### src/rtl/hub75_scan_seq_pkg.sv
// rtl/hub75_scan_seq_pkg.sv - shared definitions for the HUB75 row scan sequencer
//
// Purpose : FSM state encodings shared by the hub75 blocks, plus the
//           control bundle passed from the top-level FSM to the row sequencer.
// Contents: ST_IDLE..ST_PAINT (2-bit state codes), row_ctrl_t.
// Config  : HUB75_SCAN_INTERLEAVE_EN selects the interleaved row order in
//           hub75_row_seq; nothing in this package depends on it.

package hub75_scan_seq_pkg;

    localparam logic [1:0] ST_IDLE  = 2'd0;
    localparam logic [1:0] ST_LOAD  = 2'd1;
    localparam logic [1:0] ST_WAIT  = 2'd2;
    localparam logic [1:0] ST_PAINT = 2'd3;

    // start: begin a new frame (latch row count, row 0)
    // step : advance to the next row of the frame (issued in PAINT)
    typedef struct packed {
        logic start;
        logic step;
    } row_ctrl_t;

endpackage

### src/rtl/hub75_scan_seq_if.sv
// rtl/hub75_scan_seq_if.sv - panel-side handshake bundle of the row scan sequencer
//
// Purpose : groups the BCM painter and frame-buffer readout handshakes.
// Signals : bcm_row/bcm_go/bcm_rdy      - paint request to the BCM block
//           fb_row_addr/fb_row_load/fb_row_rdy - back-buffer preload
//           fb_row_swap                  - front/back buffer swap strobe
// Modports: master = sequencer, slave = BCM / frame-buffer side.

interface hub75_scan_seq_if #(
    parameter int LOG_N_ROWS = 5
);
    logic [LOG_N_ROWS-1:0] bcm_row;
    logic                  bcm_go;
    logic                  bcm_rdy;
    logic [LOG_N_ROWS-1:0] fb_row_addr;
    logic                  fb_row_load;
    logic                  fb_row_rdy;
    logic                  fb_row_swap;

    modport master (
        output bcm_row, bcm_go, fb_row_addr, fb_row_load, fb_row_swap,
        input  bcm_rdy, fb_row_rdy
    );

    modport slave (
        input  bcm_row, bcm_go, fb_row_addr, fb_row_load, fb_row_swap,
        output bcm_rdy, fb_row_rdy
    );
endinterface

### src/rtl/hub75_row_seq.sv
// rtl/hub75_row_seq.sv - row register, row-count clamp and last-row detection
//
// Purpose : holds the current row, the per-frame row count rows_q and
//           computes the last-row flag for the sequencer FSM.
// Ports   : clk, rst      - clock, synchronous active-high reset
//           start         - frame start: latch clamped cfg_rows, row 0
//           step          - advance to the next row (wraps to 0 after last)
//           cfg_rows      - requested row count (0 or > N_ROWS means N_ROWS)
//           row           - current row index
//           last          - current row is the final row of the frame
// Config  : HUB75_SCAN_INTERLEAVE_EN defined -> order 0,2,4..,1,3,5..;
//           undefined -> linear order 0..rows_q-1 and no phase bit.

import hub75_scan_seq_pkg::*;

module hub75_row_seq #(
    parameter int N_ROWS     = 32,
    parameter int LOG_N_ROWS = $clog2(N_ROWS)
) (
    input  logic                  clk,
    input  logic                  rst,
    input  logic                  start,
    input  logic                  step,
    input  logic [LOG_N_ROWS:0]   cfg_rows,
    output logic [LOG_N_ROWS-1:0] row,
    output logic                  last
);

    localparam logic [LOG_N_ROWS:0]   N_ROWS_W = N_ROWS[LOG_N_ROWS:0];
    localparam logic [LOG_N_ROWS:0]   ONE_W    = 1;
    localparam logic [LOG_N_ROWS-1:0] ROW_ZERO = '0;

    logic [LOG_N_ROWS:0]   rows_q, rows_d;
    logic [LOG_N_ROWS:0]   rows_clamped;
    logic [LOG_N_ROWS-1:0] row_q, row_d;
    logic [LOG_N_ROWS:0]   row_ext;

    assign row_ext      = {1'b0, row_q};
    assign rows_clamped = ((cfg_rows == '0) || (cfg_rows > N_ROWS_W)) ? N_ROWS_W : cfg_rows;
    assign row          = row_q;

`ifdef HUB75_SCAN_INTERLEAVE_EN
    localparam logic [LOG_N_ROWS:0]   TWO_W   = 2;
    localparam logic [LOG_N_ROWS-1:0] ROW_ONE = 1;

    logic                phase_q, phase_d;
    logic [LOG_N_ROWS:0] row_p2;

    // row+2 cannot overflow: row <= N_ROWS-1, so row+2 < 2*N_ROWS
    assign row_p2 = row_ext + TWO_W;

    // The frame ends on the final odd row; a one-row frame has no odd phase.
    assign last = (rows_q == ONE_W) || (phase_q && !(row_p2 < rows_q));

    always_comb begin
        rows_d  = rows_q;
        row_d   = row_q;
        phase_d = phase_q;
        if (start) begin
            rows_d  = rows_clamped;
            row_d   = ROW_ZERO;
            phase_d = 1'b0;
        end else if (step) begin
            if (last) begin
                row_d   = ROW_ZERO;
                phase_d = 1'b0;
            end else if (row_p2 < rows_q) begin
                row_d = row_p2[LOG_N_ROWS-1:0];
            end else begin
                // even phase exhausted: continue with the odd rows
                row_d   = ROW_ONE;
                phase_d = 1'b1;
            end
        end
    end

    always_ff @(posedge clk) begin
        if (rst) begin
            rows_q  <= N_ROWS_W;
            row_q   <= ROW_ZERO;
            phase_q <= 1'b0;
        end else begin
            rows_q  <= rows_d;
            row_q   <= row_d;
            phase_q <= phase_d;
        end
    end
`else
    logic [LOG_N_ROWS:0] row_p1;

    assign row_p1 = row_ext + ONE_W;
    assign last   = (row_p1 == rows_q);

    always_comb begin
        rows_d = rows_q;
        row_d  = row_q;
        if (start) begin
            rows_d = rows_clamped;
            row_d  = ROW_ZERO;
        end else if (step) begin
            row_d = last ? ROW_ZERO : row_p1[LOG_N_ROWS-1:0];
        end
    end

    always_ff @(posedge clk) begin
        if (rst) begin
            rows_q <= N_ROWS_W;
            row_q  <= ROW_ZERO;
        end else begin
            rows_q <= rows_d;
            row_q  <= row_d;
        end
    end
`endif

endmodule

### src/rtl/hub75_scan_seq.sv
// rtl/hub75_scan_seq.sv - HUB75 row scan sequencer (top)
//
// Purpose : walks the rows of a frame, preloading each row into the
//           frame-buffer back-buffer, then swapping buffers and firing the
//           BCM painter. Supports single-shot and continuous loop operation
//           with a stop-at-frame-end request, a frame counter and a
//           frame-end strobe.
// Ports   : clk, rst                  - clock, synchronous active-high reset
//           cfg_rows                  - active rows, sampled at frame start
//           ctrl_go / ctrl_rdy        - start request (IDLE only) / idle flag
//           ctrl_loop                 - level: restart after the last row
//           ctrl_stop                 - pulse: finish frame, then IDLE
//           pnl (hub75_scan_seq_if.master) - BCM and frame-buffer handshakes
//           frame_end                 - strobe in PAINT of the last row
//           frame_cnt                 - completed frames, wrapping
// Config  : HUB75_SCAN_INTERLEAVE_EN selects interleaved row order (see
//           hub75_row_seq).

import hub75_scan_seq_pkg::*;

module hub75_scan_seq #(
    parameter int N_ROWS      = 32,
    parameter int LOG_N_ROWS  = $clog2(N_ROWS),
    parameter int FRAME_CNT_W = 8
) (
    input  logic                   clk,
    input  logic                   rst,
    input  logic [LOG_N_ROWS:0]    cfg_rows,
    input  logic                   ctrl_go,
    input  logic                   ctrl_loop,
    input  logic                   ctrl_stop,
    output logic                   ctrl_rdy,
    hub75_scan_seq_if.master       pnl,
    output logic                   frame_end,
    output logic [FRAME_CNT_W-1:0] frame_cnt
);

    localparam logic [FRAME_CNT_W-1:0] CNT_ONE = 1;

    logic [1:0]             state_q, state_d;
    logic                   stop_q, stop_d;
    logic [FRAME_CNT_W-1:0] cnt_q, cnt_d;
    row_ctrl_t              rc;
    logic [LOG_N_ROWS-1:0]  row;
    logic                   last;

    hub75_row_seq #(
        .N_ROWS     (N_ROWS),
        .LOG_N_ROWS (LOG_N_ROWS)
    ) u_row_seq (
        .clk      (clk),
        .rst      (rst),
        .start    (rc.start),
        .step     (rc.step),
        .cfg_rows (cfg_rows),
        .row      (row),
        .last     (last)
    );

    always_comb begin
        state_d  = state_q;
        rc       = '0;
        case (state_q)
            ST_IDLE: begin
                if (ctrl_go) begin
                    state_d  = ST_LOAD;
                    rc.start = 1'b1;
                end
            end
            ST_LOAD: begin
                state_d = ST_WAIT;
            end
            ST_WAIT: begin
                if (pnl.bcm_rdy && pnl.fb_row_rdy) begin
                    state_d = ST_PAINT;
                end
            end
            ST_PAINT: begin
                rc.step = 1'b1;
                if (!last) begin
                    state_d = ST_LOAD;
                end else if (ctrl_loop && !stop_q && !ctrl_stop) begin
                    // loop restart re-samples cfg_rows like a fresh go
                    state_d  = ST_LOAD;
                    rc.start = 1'b1;
                end else begin
                    state_d = ST_IDLE;
                end
            end
            default: begin
                state_d = ST_IDLE;
            end
        endcase
    end

    // A stop seen alongside go in IDLE survives into the frame, so that
    // frame ends in IDLE even with ctrl_loop held high.
    assign stop_d = (state_d == ST_IDLE) ? 1'b0 : (stop_q || ctrl_stop);

    assign frame_end = (state_q == ST_PAINT) && last;
    assign cnt_d     = frame_end ? (cnt_q + CNT_ONE) : cnt_q;

    always_ff @(posedge clk) begin
        if (rst) begin
            state_q <= ST_IDLE;
            stop_q  <= 1'b0;
            cnt_q   <= '0;
        end else begin
            state_q <= state_d;
            stop_q  <= stop_d;
            cnt_q   <= cnt_d;
        end
    end

    assign ctrl_rdy        = (state_q == ST_IDLE);
    assign frame_cnt       = cnt_q;
    assign pnl.fb_row_load = (state_q == ST_LOAD);
    assign pnl.bcm_go      = (state_q == ST_PAINT);
    assign pnl.fb_row_swap = (state_q == ST_PAINT);
    assign pnl.bcm_row     = row;
    assign pnl.fb_row_addr = row;

endmodule
### src/flat_wrapper.sv
// flat-port wrapper written by rule: the top's interface ports become plain ports
module hub75_scan_seq_flat 
#(
    parameter int N_ROWS      = 32,
    parameter int LOG_N_ROWS  = $clog2(N_ROWS),
    parameter int FRAME_CNT_W = 8
)
  (clk, rst, cfg_rows, ctrl_go, ctrl_loop, ctrl_stop, ctrl_rdy, frame_end, frame_cnt, pnl_bcm_row, pnl_bcm_go, pnl_fb_row_addr, pnl_fb_row_load, pnl_fb_row_swap, pnl_bcm_rdy, pnl_fb_row_rdy);
  hub75_scan_seq_if #(.LOG_N_ROWS(LOG_N_ROWS)) pnl_i ();
  input  logic clk;
  input  logic rst;
  input  logic [LOG_N_ROWS:0] cfg_rows;
  input  logic ctrl_go;
  input  logic ctrl_loop;
  input  logic ctrl_stop;
  output logic ctrl_rdy;
  output logic frame_end;
  output logic [FRAME_CNT_W-1:0] frame_cnt;
  output wire logic [$bits(pnl_i.bcm_row)-1:0] pnl_bcm_row;
  output wire logic [$bits(pnl_i.bcm_go)-1:0] pnl_bcm_go;
  output wire logic [$bits(pnl_i.fb_row_addr)-1:0] pnl_fb_row_addr;
  output wire logic [$bits(pnl_i.fb_row_load)-1:0] pnl_fb_row_load;
  output wire logic [$bits(pnl_i.fb_row_swap)-1:0] pnl_fb_row_swap;
  input wire logic [$bits(pnl_i.bcm_rdy)-1:0] pnl_bcm_rdy;
  input wire logic [$bits(pnl_i.fb_row_rdy)-1:0] pnl_fb_row_rdy;
  assign pnl_bcm_row = pnl_i.bcm_row;
  assign pnl_bcm_go = pnl_i.bcm_go;
  assign pnl_fb_row_addr = pnl_i.fb_row_addr;
  assign pnl_fb_row_load = pnl_i.fb_row_load;
  assign pnl_fb_row_swap = pnl_i.fb_row_swap;
  assign pnl_i.bcm_rdy = pnl_bcm_rdy;
  assign pnl_i.fb_row_rdy = pnl_fb_row_rdy;
  hub75_scan_seq #(.N_ROWS(N_ROWS), .LOG_N_ROWS(LOG_N_ROWS), .FRAME_CNT_W(FRAME_CNT_W)) u_core (.clk(clk), .rst(rst), .cfg_rows(cfg_rows), .ctrl_go(ctrl_go), .ctrl_loop(ctrl_loop), .ctrl_stop(ctrl_stop), .ctrl_rdy(ctrl_rdy), .pnl(pnl_i), .frame_end(frame_end), .frame_cnt(frame_cnt));
endmodule
### config.mk
export PLATFORM = sky130hd
export DESIGN_NAME = hub75_scan_seq_flat
export DESIGN_NICKNAME = d
export VERILOG_FILES = /design/src/rtl/hub75_scan_seq_pkg.sv /design/src/rtl/hub75_scan_seq_if.sv /design/src/rtl/hub75_row_seq.sv /design/src/rtl/hub75_scan_seq.sv /design/src/flat_wrapper.sv
export SDC_FILE = /design/constraint.sdc
export NUM_CORES = 1
export LEC_CHECK = 0
export CORE_UTILIZATION = 48
export DETAILED_ROUTE_END_ITERATION = 16
export PLACE_DENSITY_LB_ADDON = 0.3
export SLEW_MARGIN = 20
export SYNTH_ARGS = -nofsm -noshare
export SYNTH_HDL_FRONTEND = slang
export SYNTH_SLANG_ARGS = --single-unit
### constraint.sdc
create_clock -name clk -period 2.45 [get_ports clk]
set_input_delay 0.3675 -clock clk [delete_from_list [all_inputs] [get_ports clk]]
set_output_delay 0.3675 -clock clk [all_outputs]
set_load 0.05 [all_outputs]
==> results of run 1 <==
==> report_power, final <==
| part | switching (mW) | internal, mW |
|---|---|---|
| clock network | 0.117 | 0.165 |
| logic | 0.305 | 0.194 |
| registers | 0.0403 | 0.401 |
| total | 0.462 | 0.760 |
==> cell usage after synthesis (5+ instances only) <==
library cell,number,share of area (%)
inv_1,6,1.7
nand3_1,6,2.2
ha_1,6,5.6
a211o_1,6,3.9
and3_1,5,2.3
buf_4,6,3.4
o21ai_0,9,3.4
a21oi_1,11,4.1
dfxtp_1,22,33
nand2_1,15,4.2
nor2_1,12,3.4
xor2_1,5,3.3
xnor2_1,5,3.3
==> layer usage <==
metal  up-vias  global-route usage, %  share of wire (%)
met1       634                   29.8                 45
met2        41                   37.6                 50
li1        640                      -                  -
met4         0                   12.8                1.8
met5         -                      0                  0
met3         8                   3.33                3.9
==> worst paths after layout <==
path	slack [ns]	to	from
max	0.1	frame_end	u_core.u_row_seq.row[0]
min	0.51	u_core.frame_cnt[4]	u_core.frame_cnt[4]
max reg2reg	0.15	u_core.u_row_seq.rows_q[0]	u_core.u_row_seq.row[0]
min reg2reg	0.51	u_core.frame_cnt[4]	u_core.frame_cnt[4]
==> tightest hold or removal path: cells and delay by family (launching register included) <==
family,cells,cell delay [ns]
AOI/OAI and AO/OA,2,0.13
DFF,1,0.35
==> registers in the layout, summed over array words and instances (netlist names) <==
register	count
u_core.frame_cnt	8
u_core.u_row_seq.row	5
u_core.u_row_seq.rows_q	6
u_core.state_q	2
u_core.stop_q	1
==> cells in the final DEF, fill, tap and decap left out, drive strengths merged, types with 3 or more instances in the layout <==
cell type and count:
or3 3, nand2b 4, nand4 3, a21oi 11
nor3 4, buf 12, dfxtp 22, and3 6
xnor2 5, clkbuf 3, nand3 7, a211o 6
clkdlybuf4s50 32, inv 6, and2 5, ha 6
o21ai 9, xor2 5, nand2 15, nor2 12
a31oi 4
==> area by class of cell <==
class	count	area (um^2)	area share, %
clock buffers	3	22.5	1.26
clock inverters	1	30.0	1.67
inverters	6	22.5	1.26
multi-input cells	122	810	45.1
flip-flops and latches	22	449	25.0
well taps	30	37.5	2.09
repair buffers	44	423	23.6
==> timing repair <==
action	4_1_cts	5_1_grt
gates resized for setup	1	5
pin swaps	0	1
setup endpoints to repair	1	1
setup buffers	0	4
cloned	0	0
==> stage by stage <==
| step | worst slack, ns | util [%] | hold slack, ns | std cells |
|---|---|---|---|---|
| 2_1_floorplan | 0.0719 | - | 0.463 | 160 |
| 3_3_place_gp | 0.343 | 66.8 | 0.479 | 220 |
| 3_5_place_dp | 0.226 | 66.8 | 0.492 | 220 |
| 4_1_cts | 0.0251 | 69.0 | 0.510 | 224 |
| 5_1_grt | 0.000106 | 70.5 | 0.539 | 228 |
| 6_report | 0.0968 | 70.5 | 0.513 | 228 |
==> kinds of logic after synthesis <==
group / count (synthesis) / share of synthesized area, %
XOR/XNOR: 10 / 6.56
AO/OA/AOI/OAI: 37 / 18.5
AND/OR/NAND/NOR: 68 / 28.9
adder cells (fa/ha/maj): 6 / 5.62
multiplexers: 1 / 0.750
buffers and inverters: 16 / 6.75
flip-flops: 22 / 33.0
==> run_results.csv, run 1 <==
group,metric,value,unit
cts,cts_sinks,22,
global_route,antenna_found_initial,0,
cts,cts_buffers,3,
placed_design,dpl_cell_area,1700,um^2
yosys,async_flop_share,0,%
global_route,grt_use_total,23.4,%
worst_setup_path,cp.buffers_inverters,2,
sta,rsz0062_at_grt,"false",
placed_design,gp_congestion,0.879,
final_layout,area.growth.synth_to_final,34.4,%
sta,setup_viol_count_final,0,
sta,fmax,425,MHz
run_status,status,"completed",
sta,slew_violations,0,
yosys,synth_area,1340,um^2
placed_design,io_buffers,35,
worst_hold_path,hold_class,"reg -> reg",
sta,slew_headroom,61.8,%
yosys,ys.warnings.count,0,
floorplanning,fp-row-count,18,
yosys,ys.flop_type,"dfxtp_1",
yosys,ys_ff_latch,22,
sta,finalHoldViolCount,0,
sta,min_period,2.35,ns
detailed_routing,dr.first_iter.drc_count,18,
detailed_routing,wirelength,3.17,mm
worst_setup_path,worst_ep_arrival_time,1.99,ns
floorplanning,die_x,54.7,um
detailed_routing,wl_per_cell,13.9,um
placed_design,dp.final_hpwl,2.45,mm
final_layout,fin_nets,218,
final_layout,nFillCells,220,
cts,clk_transition_reported_paths,0.13,ns
job,drv_cap,0,
yosys,synth_area_per_cell,8.34,um^2
detailed_routing,num_vias,1323,
worst_setup_path,critPathLaunchType,"flip-flop",
power_and_ir_drop,total_power,1.22,mW
sta,finalCritPeriodShare,96.0,%
detailed_routing,via_per_inst,5.80,
detailed_routing,first_pass_iters,4,
floorplanning,core,2540,um^2
global_route,grt-ovfl-total,0,
floorplanning,die_h,54.7,um
final_layout,drive_gt1_share,14.6,%
floorplanning,initial_core_util,52.5,%
power_and_ir_drop,power.density,681,nW/um^2
floorplanning,dieArea,3000,um^2
global_route,grt_pass1_vias,1199,
worst_setup_path,cpPeakStageDelay,0.38,ns
power_and_ir_drop,ir_drop,0.566,mV
sta,setup-tns-final,0,ns
cts,htreeDepth,1,
cts,cts_root_buf,"clkbuf_4",
final_layout,final_cell_area,1790,um^2
detailed_routing,antenna_left,0,
worst_setup_path,slowest_stage,"dfxtp_4",
worst_setup_path,crit_fanout,6,
yosys,synth_edf_count,0,
worst_setup_path,crit_type,"reg -> out",
worst_setup_path,cp_top_family,"simple AND/OR/NAND/NOR gates",
yosys,synth_cell_types,40,
worst_hold_path,hold_path_depth,2,
detailed_routing,drc,0,
yosys,syn_nets,179,
cts,cts_hold_buf,0,
worst_setup_path,crit_cells,7,
cts,clock_latency,0.31,ns
worst_setup_path,required,2.08,ns
yosys,syn_inst,160,
power_and_ir_drop,p_leak,0.706,nW
yosys,ys_seq_area_share,33.0,%
global_route,grt_max_degree,19,
sta,worst_pin_slew,0.569,ns
cts,cts_tree,"yes",
sta,fin_skew,0.00310,ns
final_layout,diodes,0,
worst_setup_path,endpoint_kind,"output pin",
floorplanning,ioPinCount,36,
worst_setup_path,rr_worst_depth,8,
worst_setup_path,critical_path.cell_chain,"ha_2, and3b_1, or3_1, a31o_1, nand2_2, inv_2, buf_12",
cts,cts_buffer_depth,2,
global_route,grt_pass1_wl,5.06,mm
No activity file was read; power rests on OpenSTA's default activity.
==> run 2: changes to the inputs <==
--- a/config.mk
+++ b/config.mk
@@ -5,6 +5,7 @@
 export SDC_FILE = /design/constraint.sdc
 export NUM_CORES = 1
 export LEC_CHECK = 0
+export CAP_MARGIN = 10
 export CORE_UTILIZATION = 48
 export DETAILED_ROUTE_END_ITERATION = 16
 export PLACE_DENSITY_LB_ADDON = 0.3
==> results of run 2 <==
Final layout, timing and power as in run 1 (identical DEF).
==> run 3: changes to the inputs <==
--- a/config.mk
+++ b/config.mk
@@ -5,7 +5,6 @@
 export SDC_FILE = /design/constraint.sdc
 export NUM_CORES = 1
 export LEC_CHECK = 0
-export CAP_MARGIN = 10
 export CORE_UTILIZATION = 48
 export DETAILED_ROUTE_END_ITERATION = 16
 export PLACE_DENSITY_LB_ADDON = 0.3
==> results of run 3 <==
Final layout, timing and power as in run 1 (identical DEF).
